<file path="config.mk">
export PLATFORM = sky130hd
export DESIGN_NAME = mux2t1_4_arb
export DESIGN_NICKNAME = d
export VERILOG_FILES = /design/src/rtl/mux_arb_pkg.sv /design/src/rtl/mux2t1_4.sv /design/src/rtl/mux2t1_4_arb.sv
export SDC_FILE = /design/constraint.sdc
export NUM_CORES = 1
export LEC_CHECK = 0
export CORE_AREA = 3 3 40 42
export DETAILED_ROUTE_END_ITERATION = 7
export DIE_AREA = 0 0 43 45
export DONT_BUFFER_PORTS = 1
export PLACE_DENSITY = 0.73
export SETUP_SLACK_MARGIN = 0.05
export SLEW_MARGIN = 20
export SYNTH_ARGS = -nofsm -noshare
export SYNTH_HDL_FRONTEND = slang
export SYNTH_SLANG_ARGS = --single-unit
</file>
<file path="constraint.sdc">
create_clock -name clk -period 2.3 [get_ports clk]
set_input_delay 0.23 -clock clk [delete_from_list [all_inputs] [get_ports clk]]
set_output_delay 0.23 -clock clk [all_outputs]
set_load 0.1 [all_outputs]
</file>
<file path="src/rtl/mux_arb_pkg.sv">
// ---------------------------------------------------------------------------
// mux_arb_pkg
// Shared definitions for the two-requester mux arbiter:
//   - arbiter state encoding (IDLE / GNT_A / GNT_B)
//   - side encoding for the "last served" flag
//   - default data width and default maximum hold time
// ---------------------------------------------------------------------------
package mux_arb_pkg;

   typedef enum logic [1:0] {
      IDLE  = 2'd0,
      GNT_A = 2'd1,
      GNT_B = 2'd2
   } arb_state_e;

   localparam logic SIDE_A = 1'b0;
   localparam logic SIDE_B = 1'b1;

   localparam int DEFAULT_WIDTH    = 4;
   localparam int DEFAULT_MAX_HOLD = 4;

   // Width of the hold counter; large enough for MAX_HOLD up to 15.
   localparam int HOLD_W = 4;

endpackage

</file>
<file path="src/rtl/mux2t1_4.sv">
// ---------------------------------------------------------------------------
// mux2t1_4
// Plain 2-to-1 data multiplexer (combinational).
// Ports:
//   a   in  WIDTH  data selected when sel = 0
//   b   in  WIDTH  data selected when sel = 1
//   sel in  1      select
//   o   out WIDTH  selected data
// ---------------------------------------------------------------------------
module mux2t1_4 #(
   parameter int WIDTH = 4
) (
   input  logic [WIDTH-1:0] a,
   input  logic [WIDTH-1:0] b,
   input  logic             sel,
   output logic [WIDTH-1:0] o
);

   assign o = sel ? b : a;

endmodule

</file>
<file path="src/rtl/mux2t1_4_arb.sv">
// ---------------------------------------------------------------------------
// mux2t1_4_arb
// Round-robin arbiter with bounded hold time that shares one mux2t1_4
// between source A and source B, and registers the selected word.
// Ports:
//   clk      in  1      system clock, rising edge
//   rst      in  1      synchronous active-high reset
//   req_a    in  1      source A requests the mux
//   req_b    in  1      source B requests the mux
//   a        in  WIDTH  source A data (selected when sel = 0)
//   b        in  WIDTH  source B data (selected when sel = 1)
//   gnt_a    out 1      A owns the mux this cycle
//   gnt_b    out 1      B owns the mux this cycle
//   sel      out 1      mux select, 1 only while B is granted
//   o        out WIDTH  registered mux output
//   o_valid  out 1      o holds data sampled under a grant
// ---------------------------------------------------------------------------
module mux2t1_4_arb
   import mux_arb_pkg::*;
#(
   parameter int WIDTH    = DEFAULT_WIDTH,
   parameter int MAX_HOLD = DEFAULT_MAX_HOLD
) (
   input  logic             clk,
   input  logic             rst,
   input  logic             req_a,
   input  logic             req_b,
   input  logic [WIDTH-1:0] a,
   input  logic [WIDTH-1:0] b,
   output logic             gnt_a,
   output logic             gnt_b,
   output logic             sel,
   output logic [WIDTH-1:0] o,
   output logic             o_valid
);

   // Counter value at which a waiting requester forces rotation.
   localparam logic [HOLD_W-1:0] HOLD_LAST = HOLD_W'(MAX_HOLD - 1);

   arb_state_e        state_r;
   arb_state_e        state_s;
   logic              last_r;
   logic              last_s;
   logic [HOLD_W-1:0] hold_cnt_r;
   logic [HOLD_W-1:0] hold_cnt_s;
   logic [WIDTH-1:0]  o_r;
   logic              o_valid_r;
   logic [WIDTH-1:0]  mux_o_s;
   logic              granted_s;

   // Moore outputs: decoded purely from the state register.
   assign gnt_a     = (state_r == GNT_A);
   assign gnt_b     = (state_r == GNT_B);
   assign sel       = (state_r == GNT_B);
   assign granted_s = gnt_a | gnt_b;
   assign o         = o_r;
   assign o_valid   = o_valid_r;

   mux2t1_4 #(
      .WIDTH (WIDTH)
   ) u_mux (
      .a   (a),
      .b   (b),
      .sel (sel),
      .o   (mux_o_s)
   );

   // Next-state, hold counter and last-served decisions.
   always_comb begin
      state_s    = state_r;
      last_s     = last_r;
      hold_cnt_s = hold_cnt_r;

      case (state_r)
         IDLE: begin
            if (req_a && req_b) begin
               // Tie goes to the side that was not served most recently.
               state_s = (last_r == SIDE_B) ? GNT_A : GNT_B;
            end else if (req_a) begin
               state_s = GNT_A;
            end else if (req_b) begin
               state_s = GNT_B;
            end else begin
               state_s = IDLE;
            end
         end
         GNT_A: begin
            if (!req_a) begin
               state_s = req_b ? GNT_B : IDLE;
            end else if (req_b && (hold_cnt_r == HOLD_LAST)) begin
               state_s = GNT_B;
            end else begin
               state_s = GNT_A;
            end
         end
         GNT_B: begin
            if (!req_b) begin
               state_s = req_a ? GNT_A : IDLE;
            end else if (req_a && (hold_cnt_r == HOLD_LAST)) begin
               state_s = GNT_A;
            end else begin
               state_s = GNT_B;
            end
         end
         default: begin
            state_s = IDLE;
         end
      endcase

      // The counter saturates rather than wrapping, so an owner with no
      // competitor stays "due for rotation" until the other side shows up.
      if (state_s != state_r) begin
         hold_cnt_s = {HOLD_W{1'b0}};
      end else if ((state_r != IDLE) && (hold_cnt_r != HOLD_LAST)) begin
         hold_cnt_s = hold_cnt_r + {{(HOLD_W-1){1'b0}}, 1'b1};
      end else begin
         hold_cnt_s = hold_cnt_r;
      end

      if ((state_s == GNT_A) && (state_r != GNT_A)) begin
         last_s = SIDE_A;
      end else if ((state_s == GNT_B) && (state_r != GNT_B)) begin
         last_s = SIDE_B;
      end else begin
         last_s = last_r;
      end
   end

   // Arbiter state, last-served flag and hold counter registers.
   always_ff @(posedge clk) begin
      if (rst) begin
         state_r    <= IDLE;
         last_r     <= SIDE_B;
         hold_cnt_r <= {HOLD_W{1'b0}};
      end else begin
         state_r    <= state_s;
         last_r     <= last_s;
         hold_cnt_r <= hold_cnt_s;
      end
   end

   // Output data register: captures the mux word only under a grant.
   always_ff @(posedge clk) begin
      if (rst) begin
         o_r       <= {WIDTH{1'b0}};
         o_valid_r <= 1'b0;
      end else begin
         if (granted_s) begin
            o_r <= mux_o_s;
         end else begin
            o_r <= o_r;
         end
         o_valid_r <= granted_s;
      end
   end

endmodule

</file>
==> qor.yml, run 1 <==
cts:
  clk-insertion-delay-late_ns: 0.26
  clk_pin_slew_worst_paths_ns: 0.06
  cts_repair_resize_count: 0
  h-tree-depth: 1
  cts-hold-fix-buffers: 0
  cts_post_setup_buffers_inserted: 0
  tritoncts: "yes"
  number_of_buffers_inserted_during_clock_tree_synthesis: 3
  cts-root-to-sink-buffers: 2
  number_of_clock_sinks: 12
  cts_root_buffer: "clkbuf_4"
pwr:
  clock_power_share: 0.177
  p_seq_frac: 0.364
  switching_power_mw: 0.293
  p_int_mw: 0.380
  p_sw_frac: 0.436
  fin_total_pwr_mw: 0.673
  worst_ir_drop_vdd_mv: 0.543
  cellLeakagePower_nw: 0.301
  power.share.combinational: 0.459
  power_density_nw_per_um2: 853
logic_synthesis:
  yosys.cell_count.top_type: "dfxtp_1"
  yosysWarnings: 0
  average_footprint_of_a_synthesized_cell_um2: 9.77
  post_synth_instance_area_um2: 703
  synthesized_netlist_net_count: 89
  netlist.area_leader.share: 0.342
  post_synth_most_frequent_cells: "12 x dfxtp_1, 9 x nor2_1, 6 x mux2i_1"
  ys_ff_latch: 12
  synth_cell_type_count: 28
  yosys-top-cells-area: "dfxtp_1 34%, ha_1 8.9%, mux2i_1 8.5%"
  ys_seq_area_frac: 0.342
  postSynth.asyncResetShare: 0
  ys_dominant_reg_cell: "dfxtp_1"
  yosysTopAreaCell: "dfxtp_1"
  synth_enable_flop_cells: 0
  synthesis.instances: 72
route:
  drt_drc_violations_left: 0
  detail_route.wl_per_cell_um: 12.3
  drt_pre_antenna_iters: 2
  via_count: 527
  detail_route.vias_per_cell: 5.67
  finalWirelength_mm: 1.15
  drt_iter0_markers: 2
  ant_nets: 0
sta:
  post-route-period-util: 0.820
  worst_pin_slew_ns: 0.547
  worst_clock_skew_ns: 0.00246
  setup_total_negative_slack_ns: 0
  rsz0062_at_grt: "no"
  finalSetupViolCount: 0
  slew_violations: 0
  finalCriticalPeriod_ns: 1.89
  max_freq_ghz: 0.530
  slew-limit-headroom: 0.638
  timing.final.hold_violations: 0
setup_path:
  critical_path_required_ns: 2.44
  r2r.worst_path.cells: 6
  stages_on_worst_setup_path: 6
  crit_type: "flip-flop to flip-flop"
  worstPathCellList: "ha_1, nor3b_4, mux2i_1, a311o_1, xnor2_1, nor4_1"
  critPathLaunchType: "flip-flop"
  worst_path_dominant_cell_family: "simple AND/OR/NAND/NOR gates"
  cpMaxStageDelayCell: "a311o_1"
  critPathMaxStageDelay_ns: 0.38
  timing.critical_path.to_type: "flip-flop"
  cp_max_fo: 5
  worst-endpoint-arrival_ns: 2.03
  cp_num_buf_inv: 0
global_routing:
  vias_in_the_first_global_route: 480
  number_of_antenna_violations_at_the_first_check_in_global_routing: 0
  track_usage: 0.136
  global_route.usage.met1: 0.149
  overflow: 0
  globalRouteMet2Util: 0.237
  grt_start_max_net_pins: 13
  top_usage_layer: "met2"
  first_pass_grt_wire_length_mm: 1.97
  groute.layer.met3.usage: 0.0438
worst_hold_path:
  min_delay_path_depth: 1
  hp-class: "input pin to flip-flop"
layout:
  design.final.nets: 97
  drive_above_1_share: 0.218
  area_growth_pct: 12.1
  antenna_cells_inserted: 0
  final_design_area_no_fill_um2: 788
floorplanning:
  boundaryPins: 20
  num_rows: 13
  dieWidth_um: 43
  die_height_um: 45
  design.die.area_um2: 1940
  floorplan.core_area_um2: 1280
  start_util: 0.547
job:
  drv.max_cap_violation_count: 0
placed_design:
  placement.cell_area_um2: 766
  io_buffer_count: 0
  place.gp.congestion: 0.809
  detailed_place_hpwl_um: 912
run_status:
  outcome: "finished clean"
[state kept, by name (all words and copies together) (netlist names)]
| signal | flops |
|---|---|
| hold_cnt_r | 4 |
| state_r | 2 |
| o | 4 |
| last_r | 1 |
| o_valid | 1 |
[stage by stage]
stage	util	setup slack [ns]	hold WS [ns]	std cells
2_1_floorplan	-	0.229	0.302	72
5_1_grt	0.613	0.260	0.0117	93
3_3_place_gp	0.596	0.448	0.303	90
4_1_cts	0.613	0.399	0.0190	93
6_report	0.613	0.413	0.0272	93
3_5_place_dp	0.596	0.411	0.305	90
[power by group through the flow]
stage | registers, mW | clock network [mW] | logic [mW]
floorplan | 0.352 | 0 | 0.167
global placement | 0.249 | 0 | 0.308
detailed placement | 0.249 | 0 | 0.311
CTS | 0.245 | 0.128 | 0.311
global route | 0.247 | 0.134 | 0.330
finish | 0.245 | 0.119 | 0.309
[worst register-to-register path, cell delays in order (launching register included)]
cell and delay (ns):
dfxtp_1 0.37, ha_1 0.18, nor3b_4 0.30, mux2i_1 0.12
a311o_1 0.38, xnor2_1 0.32, nor4_1 0.09
[layout make-up]
cell class | count | area (um^2)
inverters | 4 | 15.0
fillers | 113 | 497
multi-input cells | 52 | 439
clock buffers | 3 | 22.5
flip-flops and latches | 12 | 240
repair buffers | 7 | 52.6
well taps | 15 | 18.8
[placed cells by master, fill, tap and decap left out, drive strengths merged, types with 2 or more instances in the layout]
| master | instances |
|---|---|
| ha | 5 |
| nand2 | 2 |
| xnor2 | 3 |
| a21oi | 3 |
| buf | 7 |
| nor3b | 3 |
| dfxtp | 12 |
| nor4 | 4 |
| nor2 | 9 |
| inv | 4 |
| clkbuf | 3 |
| or3 | 2 |
| mux2i | 6 |
| a211oi | 4 |
| nand2b | 2 |
[cell families after synthesis]
kind of cell	Yosys count	synth area share
adder cells (fa/ha/maj)	5	0.0890
XOR/XNOR	4	0.0498
AND/OR/NAND/NOR	25	0.224
multiplexers	6	0.0854
flip-flops	12	0.342
buffers and inverters	8	0.0551
AO/OA/AOI/OAI	12	0.155
[worst paths after layout]
kind,from,end,slack [ns]
setup reg to reg,hold_cnt_r[0],hold_cnt_r[0],0.41
setup / recovery,hold_cnt_r[0],hold_cnt_r[0],0.41
hold / removal,rst,o_valid,0.03
hold reg to reg,hold_cnt_r[1],hold_cnt_r[1],0.56
[metal layers]
layer  vias to the layer above  part of all wire
met2                        18              0.46
met3                         2             0.087
li1                        269                 -
met4                         0             0.021
met5                         -                 0
met1                       238              0.43
(Power assumes the default switching activity.)
==> run 2, diff against run 1 <==
--- a/config.mk
+++ b/config.mk
@@ -5,9 +5,9 @@
 export SDC_FILE = /design/constraint.sdc
 export NUM_CORES = 1
 export LEC_CHECK = 0
-export CORE_AREA = 3 3 40 42
+export CORE_AREA = 3 3 41 43
 export DETAILED_ROUTE_END_ITERATION = 7
-export DIE_AREA = 0 0 43 45
+export DIE_AREA = 0 0 44 46
 export DONT_BUFFER_PORTS = 1
 export PLACE_DENSITY = 0.73
 export SETUP_SLACK_MARGIN = 0.05
==> constraint.sdc (replaced) <==
create_clock -name clk -period 1.65 [get_ports clk]
set_input_delay 0.165 -clock clk [delete_from_list [all_inputs] [get_ports clk]]
set_output_delay 0.165 -clock clk [all_outputs]
set_load 0.1 [all_outputs]
==> run 2 against run 1 <==
Effect of this change:
- sequential cell count unchanged
- critical endpoint is now last_r
- clock-buffer cell count increased by 1
- die area increased by 4.6%
- via count increased by 15%
- core utilization increased by 13 points
- the run now ends with negative setup slack left
- critical path depth unchanged
- maximum frequency increased by 3.3%
==> qor.yml, run 2 (synthesis gave the netlist of run 1 again) <==
cts:
  number_of_clock_sinks: 12
  number_of_buffers_inserted_during_clock_tree_synthesis: 3
  clk_pin_slew_worst_paths_ns: 0.08
  cts_root_buffer: "clkbuf_4"
  cts-root-to-sink-buffers: 2
  tritoncts: "yes"
  clk-insertion-delay-late_ns: 0.27
  h-tree-depth: 1
worst_hold_path:
  timing.hold.worst_endpoint: "o[0]"
  hold_path_startpoint: "a[0]"
  min_delay_path_depth: 2
  hp-class: "input pin to flip-flop"
placed_design:
  dp_slack_ns: -0.178
  io_buffer_count: 0
  detailed_place_hpwl_mm: 1.08
  cell_count_after_placement: 102
  place.gp.congestion: 0.862
layout:
  multi_input_area_um2: 489
  final_cell_count_no_fill: 109
  final_common_cell: "buf_4"
  seqCellArea_um2: 248
  mostFrequentLayoutCells: "20 x buf_4, 8 x nor2_1, 8 x dfxtp_1"
  design.final.nets: 112
  drive_above_1_share: 0.468
  area_growth_pct: 40.4
  layout.filler_cells: 106
  antenna_cells_inserted: 0
sta:
  post-route-period-util: 1.11
  layout_setup_ws_ns: -0.176
  timing.final.hold_violations: 0
  worst_pin_slew_ns: 0.457
  max_freq_ghz: 0.548
  finalCriticalPeriod_ns: 1.83
  fin_hold_ws_ns: 0.130
  slew_violations: 0
  worst_clock_skew_ns: 0.00320
  finalSetupViolCount: 5
  rsz0062_at_grt: "yes"
  slew-limit-headroom: 0.694
setup_path:
  critical_path.reg2reg.startpoint: "hold_cnt_r[0]"
  critical_path_required_ns: 1.81
  r2r.worst_path.cells: 6
  reg2reg_to: "last_r"
  worst-endpoint-arrival_ns: 1.98
  critical_path.startpoint: "hold_cnt_r[0]"
  critPathLaunchType: "flip-flop"
  crit_type: "flip-flop to flip-flop"
  setup.reg_to_reg.worst_slack_ns: -0.18
  cp_max_fo: 5
  timing.critical_path.to_type: "flip-flop"
route:
  drt_pre_antenna_iters: 3
  detail_route.vias_per_cell: 5.55
  drt_drc_violations_left: 0
  ant_nets: 0
  finalWirelength_mm: 1.49
  drt_iter0_markers: 3
  detail_route.wl_per_cell_um: 13.7
  via_count: 605
floorplanning:
  start_util: 0.527
  boundaryPins: 20
  num_rows: 13
  die_height_um: 46
  floorplan.core_area_um2: 1330
  dieWidth_um: 44
  design.die.area_um2: 2020
job:
  drv.max_cap_violation_count: 0
global_routing:
  grt_start_max_net_pins: 13
  track_usage: 0.158
  number_of_antenna_violations_at_the_first_check_in_global_routing: 0
  vias_in_the_first_global_route: 564
  first_pass_grt_wire_length_mm: 2.30
  overflow: 0
pwr:
  fin_total_pwr_mw: 1.10
  cellLeakagePower_nw: 0.398
  power_density_nw_per_um2: 1110
  worst_ir_drop_vdd_mv: 0.696
run_status:
  outcome: "finished with violations"
  failed_checks: "negative setup slack"
==> run 2: worst max path at each step <==
stage | end | depth (start not counted)
detailed placement | hold_cnt_r[2] | 6
CTS | hold_cnt_r[2] | 6
finish | last_r | 6
global placement | hold_cnt_r[2] | 6
global route | hold_cnt_r[2] | 6
floorplan | last_r | 8
==> run 2: power breakdown <==
group	switching [mW]	internal (mW)	leakage (nW)	total (mW)
registers	0.0249	0.324	0.100	0.349
clock network	0.0951	0.134	0.0210	0.229
logic	0.336	0.183	0.277	0.519
==> run 2: repair_timing <==
action,CTS,global route
hold buffers,1,0
pin swaps,3,7
endpoints found under the hold margin,12,0
gates resized for setup,6,6
setup endpoints to repair,8,9
setup buffers,1,1
==> run 2: per-layer routing <==
metal,GRT usage,wire length (um)
met1,0.164,633
met2,0.282,742
met3,0.0435,101
met4,0.0904,12
met5,0,0
==> run 2: final cells by class <==
| cell class | count | area share |
|---|---|---|
| Multi-Input combinational cell | 52 | 0.496 |
| Clock buffer | 4 | 0.0368 |
| Inverter | 4 | 0.0152 |
| Tap cell | 15 | 0.0190 |
| Sequential cell | 12 | 0.251 |
| Timing Repair Buffer | 22 | 0.183 |
==> run 2: per-stage QoR <==
step	setup TNS, ns	utilization	area (um^2)
after floorplan	-1.13	-	744
after detailed placement	-0.847	0.659	878
after global placement	-0.629	0.659	878
after CTS	-0.703	0.714	952
after global routing	-1.43	0.740	987
final	-0.859	0.740	987
==> run 2: worst max-delay path: stages, from the launching register on <==
cell	delay, ns
dfxtp_2	0.37
ha_4	0.14
nor3b_4	0.29
or3_4	0.19
a32oi_4	0.14
o31a_1	0.25
or3_1	0.33
==> run 3, diff against run 2 <==
--- a/config.mk
+++ b/config.mk
@@ -10,6 +10,7 @@
 export DIE_AREA = 0 0 44 46
 export DONT_BUFFER_PORTS = 1
 export PLACE_DENSITY = 0.73
+export REMOVE_ABC_BUFFERS = 1
 export SETUP_SLACK_MARGIN = 0.05
 export SLEW_MARGIN = 20
 export SYNTH_ARGS = -nofsm -noshare
==> run 3 against run 2 <==
Effect of this change:
- the flow still finishes with violations (negative setup slack)
- core utilization grew 4.8 points
- hold slack worse by 0.11 ns
- highest routed layer unchanged
- register-to-register slack worse by 0.08 ns
- wire length rose by 25%
- first-iteration DRC count up 130%
- sequential power hardly changed
- sequential share of layout area decreased by 1.5 points
==> qor.yml, run 3 (synthesis gave the netlist of run 1 again) <==
cts:
  tritoncts: "yes"
  number_of_clock_sinks: 12
  clk_pin_slew_worst_paths_ns: 0.08
  h-tree-depth: 1
  cts-root-to-sink-buffers: 2
  number_of_buffers_inserted_during_clock_tree_synthesis: 3
  cts_root_buffer: "clkbuf_4"
  clk-insertion-delay-late_ns: 0.27
layout:
  mostFrequentLayoutCells: "25 x buf_4, 8 x dfxtp_1, 7 x nor2_1"
  utilization: 0.788
  final_design_area_no_fill_um2: 1050
  final_common_cell: "buf_4"
  drive_above_1_share: 0.520
  area_growth_pct: 49.5
  design.final.nets: 118
  layout.filler_cells: 86
  antenna_cells_inserted: 0
setup_path:
  critPathMaxStageDelay_ns: 0.38
  critical_path.reg2reg.startpoint: "state_r[0]"
  worst_path_dominant_cell_family: "compound AO/OA/AOI/OAI gates"
  worstPathCellList: "ha_1, nand2b_1, a21oi_1, a32oi_4, o31a_1, or3_1"
  cp_num_buf_inv: 0
  critical_path.startpoint: "state_r[0]"
  setup.reg_to_reg.worst_slack_ns: -0.26
  cpMaxStageDelayCell: "dfxtp_4"
  cp_max_fo: 4
  worst-endpoint-arrival_ns: 2.06
  critical_path_required_ns: 1.80
  critPathLaunchType: "flip-flop"
  reg2reg_to: "last_r"
  r2r.worst_path.cells: 6
  timing.critical_path.to_type: "flip-flop"
  crit_type: "flip-flop to flip-flop"
route:
  ant_nets: 0
  via_count: 640
  drt_iter0_markers: 7
  drt_pre_antenna_iters: 3
  drt_drc_violations_left: 0
  finalWirelength_mm: 1.86
  detail_route.wl_per_cell_um: 16.1
  detail_route.vias_per_cell: 5.57
pwr:
  fin_total_pwr_mw: 1.16
  cellLeakagePower_nw: 0.426
  worst_ir_drop_vdd_mv: 0.728
  power_density_nw_per_um2: 1100
sta:
  slew-limit-headroom: 0.658
  finalCriticalPeriod_ns: 1.91
  layout_setup_ws_ns: -0.261
  finalSetupViolCount: 6
  rsz0062_at_grt: "yes"
  post-route-period-util: 1.16
  slew_violations: 0
  worst_pin_slew_ns: 0.511
  timing.final.hold_violations: 0
  max_freq_ghz: 0.523
  worst_clock_skew_ns: 0.00180
floorplanning:
  design.die.area_um2: 2020
  die_height_um: 46
  dieWidth_um: 44
  boundaryPins: 20
  num_rows: 13
  floorplan.core_area_um2: 1330
  start_util: 0.527
global_routing:
  grt_start_max_net_pins: 12
  groute.layer.met3.usage: 0.0119
  vias_in_the_first_global_route: 660
  first_pass_grt_wire_length_mm: 2.93
  top_usage_layer: "met2"
  track_usage: 0.202
  globalRouteMet2Util: 0.343
  global_route.usage.met1: 0.239
  overflow: 0
  number_of_antenna_violations_at_the_first_check_in_global_routing: 0
worst_hold_path:
  min_delay_path_depth: 1
  timing.hold.worst_endpoint: "last_r"
  hp-class: "input pin to flip-flop"
  hold_path_startpoint: "rst"
job:
  drv.max_cap_violation_count: 0
run_status:
  outcome: "finished with violations"
  failed_checks: "negative setup slack"
placed_design:
  placement.cell_area_um2: 893
  dp_slack_ns: -0.226
  io_buffer_count: 0
  place.gp.congestion: 0.896
  detailed_place_hpwl_mm: 1.12
-- run 3: routing by layer --
layer | vias to the layer above | routed length [um]
li1 | 315 | -
met4 | 0 | 67
met5 | - | 0
met3 | 8 | 96
met1 | 293 | 742
met2 | 24 | 949
-- run 3: stage by stage --
stage          instances  TNS (ns)  hold slack, ns
4_1_cts              114    -0.596        0.000160
2_1_floorplan         68    -15.00           0.237
3_5_place_dp         107    -0.863           0.239
6_report             115     -1.28          0.0224
3_3_place_gp         107    -0.620           0.238
5_1_grt              115     -1.74         0.00604
-- run 3: area by class of cell --
cell class / instances / area, um^2 / area share
multi-input cells: 52 / 504 / 0.480
flip-flops and latches: 12 / 248 / 0.236
repair buffers: 28 / 229 / 0.218
clock buffers: 4 / 36.3 / 0.0345
well taps: 15 / 18.8 / 0.0179
inverters: 4 / 15.0 / 0.0143
-- run 3: worst max path at each step --
stage / end / slack, ns / cells after the start
after detailed placement: last_r / -0.23 / 7
after CTS: last_r / -0.18 / 7
after global routing: last_r / -0.35 / 7
after global placement: last_r / -0.14 / 7
after floorplan: last_r / -1.60 / 7
final: last_r / -0.26 / 6
-- run 3: repair_timing --
| item | CTS | global route |
|---|---|---|
| buffers inserted | 2 | 2 |
| endpoints found under the hold margin | 11 | 0 |
| setup endpoints to repair | 5 | 7 |
| hold buffers | 1 | 0 |
| gates resized for setup | 12 | 9 |
| pin swaps | 2 | 3 |
-- run 3: worst reg2reg max path: stages, from the launching register on --
cell and delay (ns):
dfxtp_4 0.38, ha_1 0.23, nand2b_1 0.18, a21oi_1 0.26, a32oi_4 0.11, o31a_1 0.31
or3_1 0.33
-- run 3: power breakdown --
| part | switching (mW) | internal, mW | leakage [nW] |
|---|---|---|---|
| clock | 0.101 | 0.134 | 0.0210 |
| sequential | 0.0266 | 0.324 | 0.100 |
| combinational | 0.365 | 0.205 | 0.304 |
| total | 0.493 | 0.663 | 0.426 |
